File: src/rtl/addsub_pkg.sv
// Shared constants and FSM state type for the serial add/subtract block.
package addsub_pkg;

  localparam int unsigned NIBBLE = 4;

  localparam logic OP_ADD = 1'b0;
  localparam logic OP_SUB = 1'b1;

  typedef enum logic [1:0] {
    IDLE = 2'd0,
    RUN  = 2'd1,
    DONE = 2'd2
  } state_t;

endpackage

File: src/rtl/nibble_adder.sv
// 4-bit combinational adder with carry in/out; the only adder in the datapath.
module nibble_adder
  import addsub_pkg::*;
(
  input  logic [NIBBLE-1:0] a,
  input  logic [NIBBLE-1:0] b,
  input  logic              cin,
  output logic [NIBBLE-1:0] s,
  output logic              cout
);

  logic [NIBBLE:0] sum;

  // Zero-extend all terms so the carry lands in the top bit.
  always_comb begin
    sum  = {1'b0, a} + {1'b0, b} + {{NIBBLE{1'b0}}, cin};
    s    = sum[NIBBLE-1:0];
    cout = sum[NIBBLE];
  end

endmodule

File: src/rtl/serial_addsub_ctrl.sv
// Serial WIDTH-bit add/subtract, one nibble per clock, LSB nibble first.
module serial_addsub_ctrl
  import addsub_pkg::*;
#(
  parameter int unsigned WIDTH = 16
) (
  input  logic             clk,
  input  logic             rst_n,
  input  logic             start,
  input  logic             op,
  input  logic [WIDTH-1:0] a,
  input  logic [WIDTH-1:0] b,
  output logic             busy,
  output logic             done,
  output logic [WIDTH-1:0] result,
  output logic             cout,
  output logic             ovf
);

  localparam int unsigned NIBBLES = WIDTH / NIBBLE;
  localparam int unsigned IDXW    = (NIBBLES > 1) ? $clog2(NIBBLES) : 1;
  localparam logic [IDXW-1:0] LAST_IDX = IDXW'(NIBBLES - 1);

  state_t            state_q, state_d;
  logic [WIDTH-1:0]  a_q, a_d;
  logic [WIDTH-1:0]  b_q, b_d;        // effective operand: b or ~b
  logic [WIDTH-1:0]  result_q, result_d;
  logic              carry_q, carry_d;
  logic              cout_q, cout_d;
  logic [IDXW-1:0]   idx_q, idx_d;

  logic [NIBBLE-1:0] nib_a, nib_b, nib_s;
  logic              nib_c;

  // Select the current nibble of each latched operand.
  always_comb begin
    nib_a = a_q[idx_q*NIBBLE +: NIBBLE];
    nib_b = b_q[idx_q*NIBBLE +: NIBBLE];
  end

  nibble_adder u_adder (
    .a    (nib_a),
    .b    (nib_b),
    .cin  (carry_q),
    .s    (nib_s),
    .cout (nib_c)
  );

  // State and datapath registers; reset clears everything asynchronously.
  always_ff @(posedge clk or negedge rst_n) begin
    if (!rst_n) begin
      state_q  <= IDLE;
      a_q      <= '0;
      b_q      <= '0;
      result_q <= '0;
      carry_q  <= 1'b0;
      cout_q   <= 1'b0;
      idx_q    <= '0;
    end else begin
      state_q  <= state_d;
      a_q      <= a_d;
      b_q      <= b_d;
      result_q <= result_d;
      carry_q  <= carry_d;
      cout_q   <= cout_d;
      idx_q    <= idx_d;
    end
  end

  // Next-state logic: accept start in IDLE/DONE, step one nibble per RUN cycle.
  always_comb begin
    state_d  = state_q;
    a_d      = a_q;
    b_d      = b_q;
    result_d = result_q;
    carry_d  = carry_q;
    cout_d   = cout_q;
    idx_d    = idx_q;
    unique case (state_q)
      IDLE, DONE: begin
        if (start) begin
          state_d = RUN;
          a_d     = a;
          b_d     = (op == OP_SUB) ? ~b : b;
          carry_d = (op == OP_SUB);
          idx_d   = '0;
        end else if (state_q == DONE) begin
          state_d = IDLE;
        end
      end
      RUN: begin
        result_d[idx_q*NIBBLE +: NIBBLE] = nib_s;
        carry_d = nib_c;
        if (idx_q == LAST_IDX) begin
          state_d = DONE;
          cout_d  = nib_c;
        end else begin
          idx_d = idx_q + IDXW'(1);
        end
      end
      default: state_d = IDLE;
    endcase
  end

  // Outputs decoded from state; overflow from the latched operand and result MSBs.
  always_comb begin
    busy   = (state_q == RUN);
    done   = (state_q == DONE);
    result = result_q;
    cout   = cout_q;
    ovf    = (a_q[WIDTH-1] == b_q[WIDTH-1]) && (result_q[WIDTH-1] != a_q[WIDTH-1]);
  end

endmodule

File: config.mk
export PLATFORM = sky130hd
export DESIGN_NAME = serial_addsub_ctrl
export DESIGN_NICKNAME = d
export VERILOG_FILES = /design/src/rtl/addsub_pkg.sv /design/src/rtl/nibble_adder.sv /design/src/rtl/serial_addsub_ctrl.sv
export SDC_FILE = /design/constraint.sdc
export NUM_CORES = 1
export LEC_CHECK = 0
export ABC_AREA = 0
export CAP_MARGIN = 15
export CORE_MARGIN = 4
export CORE_UTILIZATION = 51
export CTS_CLUSTER_SIZE = 12
export DETAILED_ROUTE_END_ITERATION = 16
export PLACE_DENSITY = 0.8
export SLEW_MARGIN = 10
export SYNTH_ARGS = -nofsm -noshare
export SYNTH_HDL_FRONTEND = slang
export SYNTH_SLANG_ARGS = --single-unit
File: constraint.sdc
create_clock -name clk -period 3.5 [get_ports clk]
set_input_delay 0.525 -clock clk [delete_from_list [all_inputs] [get_ports clk]]
set_output_delay 0.525 -clock clk [all_outputs]
set_load 0.01 [all_outputs]
Word level (Yosys, flattened, before mapping)
Index checks and enable logic that the tools add are counted.
Widths: inputs -> output; s select.
- flip-flop bits (word level): 54
- output and inout port bits: 20
- logic and storage cells: 45
- add/sub/neg operators: 4
- equality and inequality tests: 9
- shift-type cells: 4
- multiplexer cells: 11
- bitwise operators: 1
- reductions and logical operators: 9
- operator list (operator ; number):
    $neg 4->34 ; 1
    $shift 4x34->16 const A ; 1
    $shiftx 4x34->16 ; 1
    $shiftx 16x5->4 ; 2
    $bwmux 16 ; 1
    $mux 16 ; 1
    $not 16->16 ; 1
    $mux 2 ; 5
    $pmux 2 s2 ; 2
    $reduce_and 2->1 ; 4
    $add 4x4->5 ; 1
    $add 5x1->5 ; 1
    $eq 2x2->1 const B ; 2
    $ne 2x2->1 const B ; 2
    $ne 3x3->1 const B ; 1
    $reduce_and 3->1 ; 1
    $add 2x1->2 const B ; 1
    $eq 2x1->1 const B ; 1
    $logic_not 2->1 ; 1
    $ne 2x1->1 const B ; 1
    $pmux 1 s2 ; 1
    $reduce_bool 2->1 ; 1
    $reduce_or 2->1 ; 1
    $eq 1x1->1 ; 1
    other kinds (3) ; 3

Depth between registers and ports, before layout
- depth after elaboration: 5
- depth in mapped cells: 7
- gate-level depth less buffers: 6

By module
From an unflattened synthesis, not the netlist that was laid out.
- cells, all modules: 220
- area total of the unflattened synthesis: 2682.6 um2
- modules (own cells, without submodules) (module ; instances ; cells an instance ; area each (um2) ; sequential area each (um2)):
    serial_addsub_ctrl ; 1 ; 204 ; 2538.7 ; 1351.3
    nibble_adder ; 1 ; 16 ; 143.9 ; 0.0

Worst setup path before layout
Ideal clock, no wire load.
- path type: reg2reg
- from: register idx_q[0]
- to: register carry_q
- arrival time: 2.444 ns
- data required time: 3.361 ns
- slack: 0.917 ns
- stages on the path, launching flop included: 8
- path buffers: 1
- clock period less this slack: 2.583 ns
- cell sequence: dfrtp_1 -> buf_4 -> mux4_2 -> fa_1 -> fa_1 -> a21o_1 -> a21oi_1 -> o221ai_1
- word-level cells in the longest chain between the ends: 4
- elaborated cells between the ends (all ways): 5
- those cells by class: add/sub: 2; shift: 2; mux: 1
- RTL lines (element ; RTL line ; source):
    from (decl) ; serial_addsub_ctrl.sv:30 ; logic [IDXW-1:0] idx_q, idx_d;
    from (signal assigned) ; serial_addsub_ctrl.sv:66 ; idx_q <= idx_d;
    $shiftx 16x5->4, on equally long branches ; serial_addsub_ctrl.sv:37, serial_addsub_ctrl.sv:38 ;
    $add 4x4->5 (*) ; nibble_adder.sv:16 ; sum = {1'b0, a} + {1'b0, b} + {{NIBBLE{1'b0}}, cin};
    $add 5x1->5 (*) ; nibble_adder.sv:16 ;
    $pmux 1 s2 (*) ; serial_addsub_ctrl.sv:79 ; unique case (state_q)
    to (signal assigned) ; serial_addsub_ctrl.sv:64 ; carry_q <= carry_d;
    to (decl) ; serial_addsub_ctrl.sv:28 ; logic carry_q, carry_d;
Mark *: on every way between the ends. The rest lies on a longest branch, timed or not.
A chain may end at the register's enable or synchronous reset.

Final worst setup path
Same ends and word-level chain as after synthesis.

==> key figures <==
Timing
  – Final Max Tran Viols: 0
  – RSZ-0062 raised after global routing: false
  – Clk_skew: 6.68 ps
  – Count of final hold-check violations: 0
  – Fin crit period: 2670 ps
  – Fin Hold WS: 314 ps
  – Tcrit/Tclk final: 76.2%
  – Fmax: 375 MHz
  – Setup violators final: 0
  – Worst Tran Pin Value: 941 ps
  – Slew margin rel.: 37.3%
  – Setup_tns: 0 ps

Logic synthesis
  – Largest cells by area after synthesis: dfrtp_1, mux2_2, mux4_2
  – Synth warn: 0
  – Yosys reg bits: 54
  – Async set-reset flop share out of synthesis: 100%
  – Post-Syn Nets: 264
  – Post-synthesis sequential area ratio: 51.5%
  – Syn_area_per_cell: 12.1 µm²
  – Post-synth EDFFs: 0
  – Synth top area share: 51.5%
  – Post-synthesis cell area: 2630 µm²
  – Synth Flop Type: dfrtp_1
  – Cells after Synth: 217
  – Synth cell types: 29
  – Largest area contributor in the netlist: dfrtp_1

Clocking
  – Clock Sinks: 54
  – Clock Path Buffers: 2
  – Clk pin slew, worst setup/hold paths: 90 ps
  – Insertion delay to the later sink of the worst-skew pair: 310 ps
  – Post CTS Setup Buffer Count: 0
  – Post-cts hold buffer count: 0
  – H-tree levels: 2
  – CTS resizes: 0
  – CTS tree: done
  – Clk root buf: clkbuf_8
  – Num CTS Buffers: 5

Die
  – Chip Height: 79.7 µm
  – IO Count: 56
  – Initial core utilization: 54.1%
  – Core footprint: 4850 µm²
  – Die W: 79.7 µm
  – Die area: 6360 µm²
  – Std cell rows: 25

Layout
  – Finished layout cell area: 3310 µm²
  – Share of layout cells above drive strength 1: 12.9%
  – Commonest non-fill, non-tap cells in the layout: dfrtp_1, clkdlybuf4s50_1, nand2_1, o21ai_0, xnor2_1
  – Area delta synth->final: 26.0%
  – # nets final: 318
  – Antenna Cells: 0

Placed design
  – Port Buffers: 55
  – Dpl hpwl: 3880 µm
  – GPL Wtd Cong: 0.806
  – Placed Instance Area: 3220 µm²

Power and ir drop
  – Leakage: 0.00139 µW
  – Peak VDD IR: 0.441 mV
  – Power density over the cells: 895 nW/µm²

Route
  – Detailed Route WL: 5230 µm
  – Via density per instance: 5.23
  – Wire per inst: 15.4 µm
  – 1st-iter DRT viols: 67
  – Final ANT Viol Nets: 0
  – DR vias: 1774
  – DRC: 0
  – First-pass detailed-route iteration total: 4

Global routing
  – GR peak layer: met2
  – All-Layer GR Usage: 18.0%
  – Met2 GRT Util: 31.6%
  – Number of antenna violations at the first check in global routing: 0
  – Total grt overflow: 0
  – Vias in the first global route: 1793
  – First-pass GRT wire length: 8680 µm
  – Met3 Track Usage GR: 4.29%
  – Largest net degree at the start of global routing: 53
  – GR Layer Usage met1: 22.0%

Hold path
  – Hold Crit Class: in2async

Setup path
  – R2R depth: 6
  – Critical path capture point type: register
  – Largest fanout on the critical path: 7
  – Kind of critical path: reg2reg
  – Critical path startpoint category: register
  – Worst Path Required: 3660 ps
  – Worst Path Arrival: 2820 ps

Outcome
  – Status: completed

Run
  – Max cap viols: 0
## where the power goes
group	internal, µW	switching [µW]
logic	744	760
registers	892	216
clock network	160	191
total	1800	1170
## final cells by class
cell class	count	area (µm²)
multi-input cells	149	1210
clock buffers	7	86.3
inverters	4	15.0
repair buffers	57	561
well taps	67	83.8
flip-flops and latches	54	1350
clock inverters	1	5.00
fillers	369	1540
## registers in the layout, indices dropped and copies added (netlist names)
signal and cells:
b_q 16, idx_q 2, a_q 16, carry_q 1, state_q 2, cout 1, result 16
## cell families (layout without fill, tap and decap cells)
group	Yosys count	after routing	share of synthesized area, %
adders and majority gates	11	11	5.82
buffers and inverters	14	69	2.67
DFF	54	54	51.5
and+or+nand+nor	54	54	10.2
xor gates and xnor gates	17	17	5.67
muxes	24	24	13.7
AOI/OAI and AO/OA	43	43	10.4
## critical path: stages, from the launching register on
cell and delay [ps]:
dfrtp_1 560, mux4_2 570, fa_1 450, fa_1 420
a21o_1 190, a21oi_1 190, o221ai_1 140
## layer usage
layer | wire length (µm) | vias up
met3 | 264 | 8
li1 | - | 869
met5 | 0 | -
met4 | 81 | 0
met1 | 2240 | 847
met2 | 2650 | 50
## cell usage after synthesis (all sizes together) (5+ instances only)
library cell,n
mux4,8
nor2,5
dfrtp,54
nand3b,5
o31ai,8
a22o,8
ha,9
xnor2,17
mux2,16
o21ai,20
buf,8
nand2,29
## path summary, 6_finish.rpt
check	from	end	slack, ps
max	idx_q[0]$_DFFE_PN0P_	carry_q$_DFFE_PN0P_	830
min reg2reg	result[11]$_DFFE_PN0P_	result[11]$_DFFE_PN0P_	480
min in group clk	result[11]$_DFFE_PN0P_	result[11]$_DFFE_PN0P_	480
min	rst_n	result[13]$_DFFE_PN0P_	310
max in group asynchronous	rst_n	b_q[2]$_DFFE_PN0P_	2430
max reg2reg	idx_q[0]$_DFFE_PN0P_	carry_q$_DFFE_PN0P_	830
## stage by stage
step           cells  util [%]  power (µW)  setup WS (ps)
2_1_floorplan    217         -        2100            917
5_1_grt          339      68.2        3200            673
6_report         339      68.2        2960            833
3_3_place_gp     331      66.3        2570            889
3_5_place_dp     331      66.3        2620            813
4_1_cts          339      68.2        2990            801
(Power assumes the default switching activity.)
==> RTL edit 1: new RTL, same flow settings <==
Change the package constant `NIBBLE` from 4 to 2.
--- a/src/rtl/addsub_pkg.sv
+++ b/src/rtl/addsub_pkg.sv
@@ -1,7 +1,7 @@
 // Shared constants and FSM state type for the serial add/subtract block.
 package addsub_pkg;
 
-  localparam int unsigned NIBBLE = 4;
+  localparam int unsigned NIBBLE = 2;
 
   localparam logic OP_ADD = 1'b0;
   localparam logic OP_SUB = 1'b1;
Behaviour: not the same (Yosys sat finds a counterexample within 4 cycles, from zero or initial values and one cycle with rst_n low).
==> RTL edit 1 against the original RTL <==
  * Synthesized area up 2.1%
  * Worst setup slack got worse by 0.24 ns
  * Sequential cell count is 1 higher
  * Sequential power increased by 5%
  * Critical path depth is 1 higher
  * Global-route usage decreased by 1.8 points
  * Final cell count shrank 0.59%
  * Design area up 1.6%
  * Routed wire length is 9.0% lower
  * Power increased by 5.0%
  * Count of clock-buffer cells in the layout up 1
  * Largest cell class unchanged
  * Highest routed layer unchanged
==> RTL edit 1: results <==
metrics = {
    "synthesis": {
        "synth_nets": 256,
        "synth_adder_area_share_pct": 3.36,
        "synth_cell_types": 30,
        "ys_seq_area_share_pct": 51.4,
        "synth_xor_area_share_pct": 5.23,
        "ys_top_cells_by_area": "dfrtp_1 51%, mux2_2 14%, xnor2_1 5.2%, mux4_2 5.0%, nand2_1 4.9%",
        "ys_top_cells_by_count": "55 x dfrtp_1, 35 x nand2_1, 33 x mux2_2",
    },
    "grt": {
        "grtUsageMet3_pct": 3.14,
        "grt_pass1_wl_mm": 8.19,
        "grt.total_usage_pct": 16.3,
        "grt_max_degree": 54,
        "use_met1_pct": 22.0,
    },
    "setup_path": {
        "max_stage_delay_ns": 0.61,
        "cp-endpoint": "result[9]$_DFFE_PN0P_",
        "rrSetupSlack_ns": 0.60,
        "worst_ep_arrival_time_ns": 3.09,
        "ff2ff_path_depth": 7,
        "crit_fanout": 8,
    },
    "place": {
        "place_inst": 329,
        "place.gp.congestion": 0.785,
        "dp_worst_setup_slack_ns": 0.585,
        "dp_hpwl_mm": 3.59,
    },
    "finish": {
        "fin_cells": 337,
        "n_fill_cell": 391,
        "layout-drive-gt1-share_pct": 19.9,
        "final_nets": 308,
    },
    "pwr": {
        "power.leakage_nw": 1.44,
    },
    "detailed_routing": {
        "wl_met2_mm": 2.36,
        "dr_wl_met3_um": 221,
        "vias_per_cell": 5.10,
        "drtIter0Drc": 105,
    },
    "run_status": {
        "status": "completed",
    },
    "timing": {
        "max_clock_freq_mhz": 345,
    },
}
RTL edit 1: area by class of cell:
type,count,area [um^2],share of cell area (%)
Sequential cell,55,1380,41.0
Multi-Input combinational cell,142,1220,36.2
Timing Repair Buffer,57,561,16.7
Clock buffer,8,100,2.98
Tap cell,70,87.6,2.61
Inverter,5,18.8,0.558
RTL edit 1: per-stage QoR:
stage | hold WS, ns | area (um^2)
after floorplan | 0.229 | 2680
after global placement | 0.456 | 3260
after detailed placement | 0.470 | 3260
after CTS | 0.335 | 3360
after global routing | 0.359 | 3360
final | 0.301 | 3360
RTL edit 1: power by group through the flow:
stage / clock [W] / combinational, W / sequential (W)
3_5_place_dp: 0 / 0.00158 / 0.00119
6_report: 0.000372 / 0.00156 / 0.00117
5_1_grt: 0.000409 / 0.00173 / 0.00123
4_1_cts: 0.000380 / 0.00158 / 0.00118
2_1_floorplan: 0 / 0.00109 / 0.00114
3_3_place_gp: 0 / 0.00153 / 0.00119
==> RTL edit 2: new RTL, same flow settings <==
Made on the original files. Put a register stage on the output `result`, with the module's reset. The value now appears one clock later. The other outputs are not delayed to match.
--- a/src/rtl/serial_addsub_ctrl.sv
+++ b/src/rtl/serial_addsub_ctrl.sv
@@ -20,6 +20,8 @@
   localparam int unsigned NIBBLES = WIDTH / NIBBLE;
   localparam int unsigned IDXW    = (NIBBLES > 1) ? $clog2(NIBBLES) : 1;
   localparam logic [IDXW-1:0] LAST_IDX = IDXW'(NIBBLES - 1);
+
+  logic [WIDTH-1:0] result_c;
 
   state_t            state_q, state_d;
   logic [WIDTH-1:0]  a_q, a_d;
@@ -106,10 +108,18 @@
   always_comb begin
     busy   = (state_q == RUN);
     done   = (state_q == DONE);
-    result = result_q;
+    result_c = result_q;
     cout   = cout_q;
     ovf    = (a_q[WIDTH-1] == b_q[WIDTH-1]) && (result_q[WIDTH-1] != a_q[WIDTH-1]);
   end
 
+  always_ff @(posedge clk or negedge rst_n) begin
+    if (!rst_n) begin
+      result <= '0;
+    end else begin
+      result <= result_c;
+    end
+  end
+
 endmodule
 
Function: changed (Yosys sat finds a counterexample within 4 cycles, from zero or initial values and one cycle with rst_n low).
==> RTL edit 2 against the original RTL <==
  * Routed wire length rose by 8.6%
  * Fmax shrank 2.4%
  * Count of clock-buffer cells in the layout up 4
  * Power is 24% higher
  * Worst setup slack worse by 0.066 ns
  * Global-route usage down 1.0 points
  * Design area rose by 17%
  * Non-clock buffer count did not move
  * Sequential cell count rose by 16
  * Synthesized area is 16% higher
  * Critical endpoint unchanged
==> RTL edit 2: results <==
metrics = {
    "synthesis": {
        "ys_seq_area_share_pct": 57.7,
        "synth_nets": 276,
        "synth_cell_types": 35,
        "yosys_warnings": 0,
        "ys_top_cells_by_area": "dfrtp_1 58%, mux2_2 5.9%, mux4_2 5.9%, xnor2_1 4.9%, ha_1 3.7%",
        "synth_adder_area_share_pct": 5.03,
        "synth.area.mux_share_pct": 12.5,
        "ys_async_sr_fraction_pct": 100,
        "ys.flop_type": "dfrtp_1",
        "ys_top_cells_by_count": "70 x dfrtp_1, 27 x nand2_1, 19 x o21ai_0",
        "synth-compound-area-share_pct": 8.74,
        "synth_xor_area_share_pct": 4.91,
    },
    "grt": {
        "grt_max_degree": 53,
        "grt.total_usage_pct": 17.0,
        "antenna_found_initial": 0,
        "grt_pass1_wl_mm": 9.53,
        "grt_pass1_vias": 1995,
    },
    "run_status": {
        "status": "completed",
    },
    "place": {
        "post_dp_cell_area_um2": 3640,
        "port_buffers": 55,
        "place.gp.congestion": 0.823,
        "dp_hpwl_mm": 4.20,
    },
    "cts": {
        "cts_root_buf": "clkbuf_8",
        "numCtsBuffers": 9,
        "clockBufferDepth": 2,
        "cts_setup_buffers": 0,
        "cts_resized": 0,
        "clk_latency_ns": 0.34,
        "htreeDepth": 3,
        "clk_pin_slew_worst_paths_ns": 0.08,
    },
    "detailed_routing": {
        "vias_per_cell": 5.30,
        "ant_nets": 0,
        "first_pass_iters": 4,
        "drtIter0Drc": 72,
        "wl_per_cell_um": 15.6,
    },
    "finish": {
        "layout-drive-gt1-share_pct": 17.5,
        "final_nets": 334,
        "syn2layout_area_growth_pct": 27.7,
        "diodes": 0,
        "n_fill_cell": 410,
    },
    "setup_path": {
        "worst_ep_arrival_time_ns": 2.95,
        "crit_fanout": 8,
        "critPathLaunch": "idx_q[0]$_DFFE_PN0P_",
        "rrSetupSlack_ns": 0.77,
        "cp-endpoint": "carry_q$_DFFE_PN0P_",
        "ff2ff_path_depth": 6,
    },
    "timing": {
        "worstMarginPinSlew_ns": 0.931,
        "fin_worst_skew_ns": 0.00916,
    },
    "pwr": {
        "irDropWorstVdd_uv": 442,
        "power.leakage_nw": 1.69,
    },
    "min_path": {
        "hp-class": "input pin to asynchronous set/reset pin",
    },
}
==> RTL edit 2: cell type report <==
| type | count | area share, % |
|---|---|---|
| clock buffer | 11 | 3.91 |
| tap | 72 | 2.32 |
| sequential | 70 | 45.2 |
| clock inverter | 5 | 2.10 |
| multi-input combinational | 146 | 31.7 |
| inverter | 3 | 0.291 |
| timing repair buffer | 57 | 14.5 |
==> RTL edit 2: worst max-delay path, cell delays in order (launching register included) <==
cell and delay (ns):
dfrtp_1 0.64, mux4_2 0.59, fa_1 0.46, fa_1 0.42, a21o_1 0.20, a21oi_1 0.20
mux2i_1 0.11
==> RTL edit 2: stage by stage <==
stage / instances / setup slack, ns / power, W / util (%)
2_1_floorplan: 229 / 0.823 / 0.00241 / -
3_3_place_gp: 348 / 0.842 / 0.00289 / 64.6
3_5_place_dp: 348 / 0.738 / 0.00297 / 64.6
4_1_cts: 364 / 0.729 / 0.00371 / 68.7
5_1_grt: 364 / 0.612 / 0.00394 / 68.7
6_report: 364 / 0.767 / 0.00368 / 68.7
==> RTL edit 2: how the worst min path moves through the flow <==
stage / from / endpoint / slack (ns) / depth (start not counted)
2_1_floorplan: rst_n / a_q[0]$_DFFE_PN0P_ / 0.23 / 0
3_3_place_gp: result_c[11]$_DFFE_PN0P_ / result[11]$_DFF_PN0_ / 0.36 / 0
3_5_place_dp: result_c[3]$_DFFE_PN0P_ / result[3]$_DFF_PN0_ / 0.36 / 0
4_1_cts: rst_n / a_q[1]$_DFFE_PN0P_ / 0.15 / 1
5_1_grt: rst_n / a_q[1]$_DFFE_PN0P_ / 0.17 / 1
6_report: rst_n / a_q[1]$_DFFE_PN0P_ / 0.15 / 1
==> RTL edit 2: per-layer routing <==
metal  GRT usage, %  wire length (um)
met4           5.32                53
met3           6.41               327
met2           28.2              2820
met1           20.6              2480
met5              0                 0
==> RTL edit 2: logic make-up (layout without fill, tap and decap cells) <==
group	Yosys count	in the layout
AOI/OAI and AO/OA	41	41
DFF	70	70
adders and majority gates	11	11
xor gates and xnor gates	17	17
buffers and inverters	13	76
muxes	26	26
and+or+nand+nor	51	51
==> RTL edit 2: report_power, final <==
part,leakage (nW),internal (W),switching (W)
Sequential,0.897,0.00115,0.000245
Combinational,0.682,0.000781,0.000760
Clock,0.116,0.000440,0.000304
Total,1.69,0.00237,0.00131
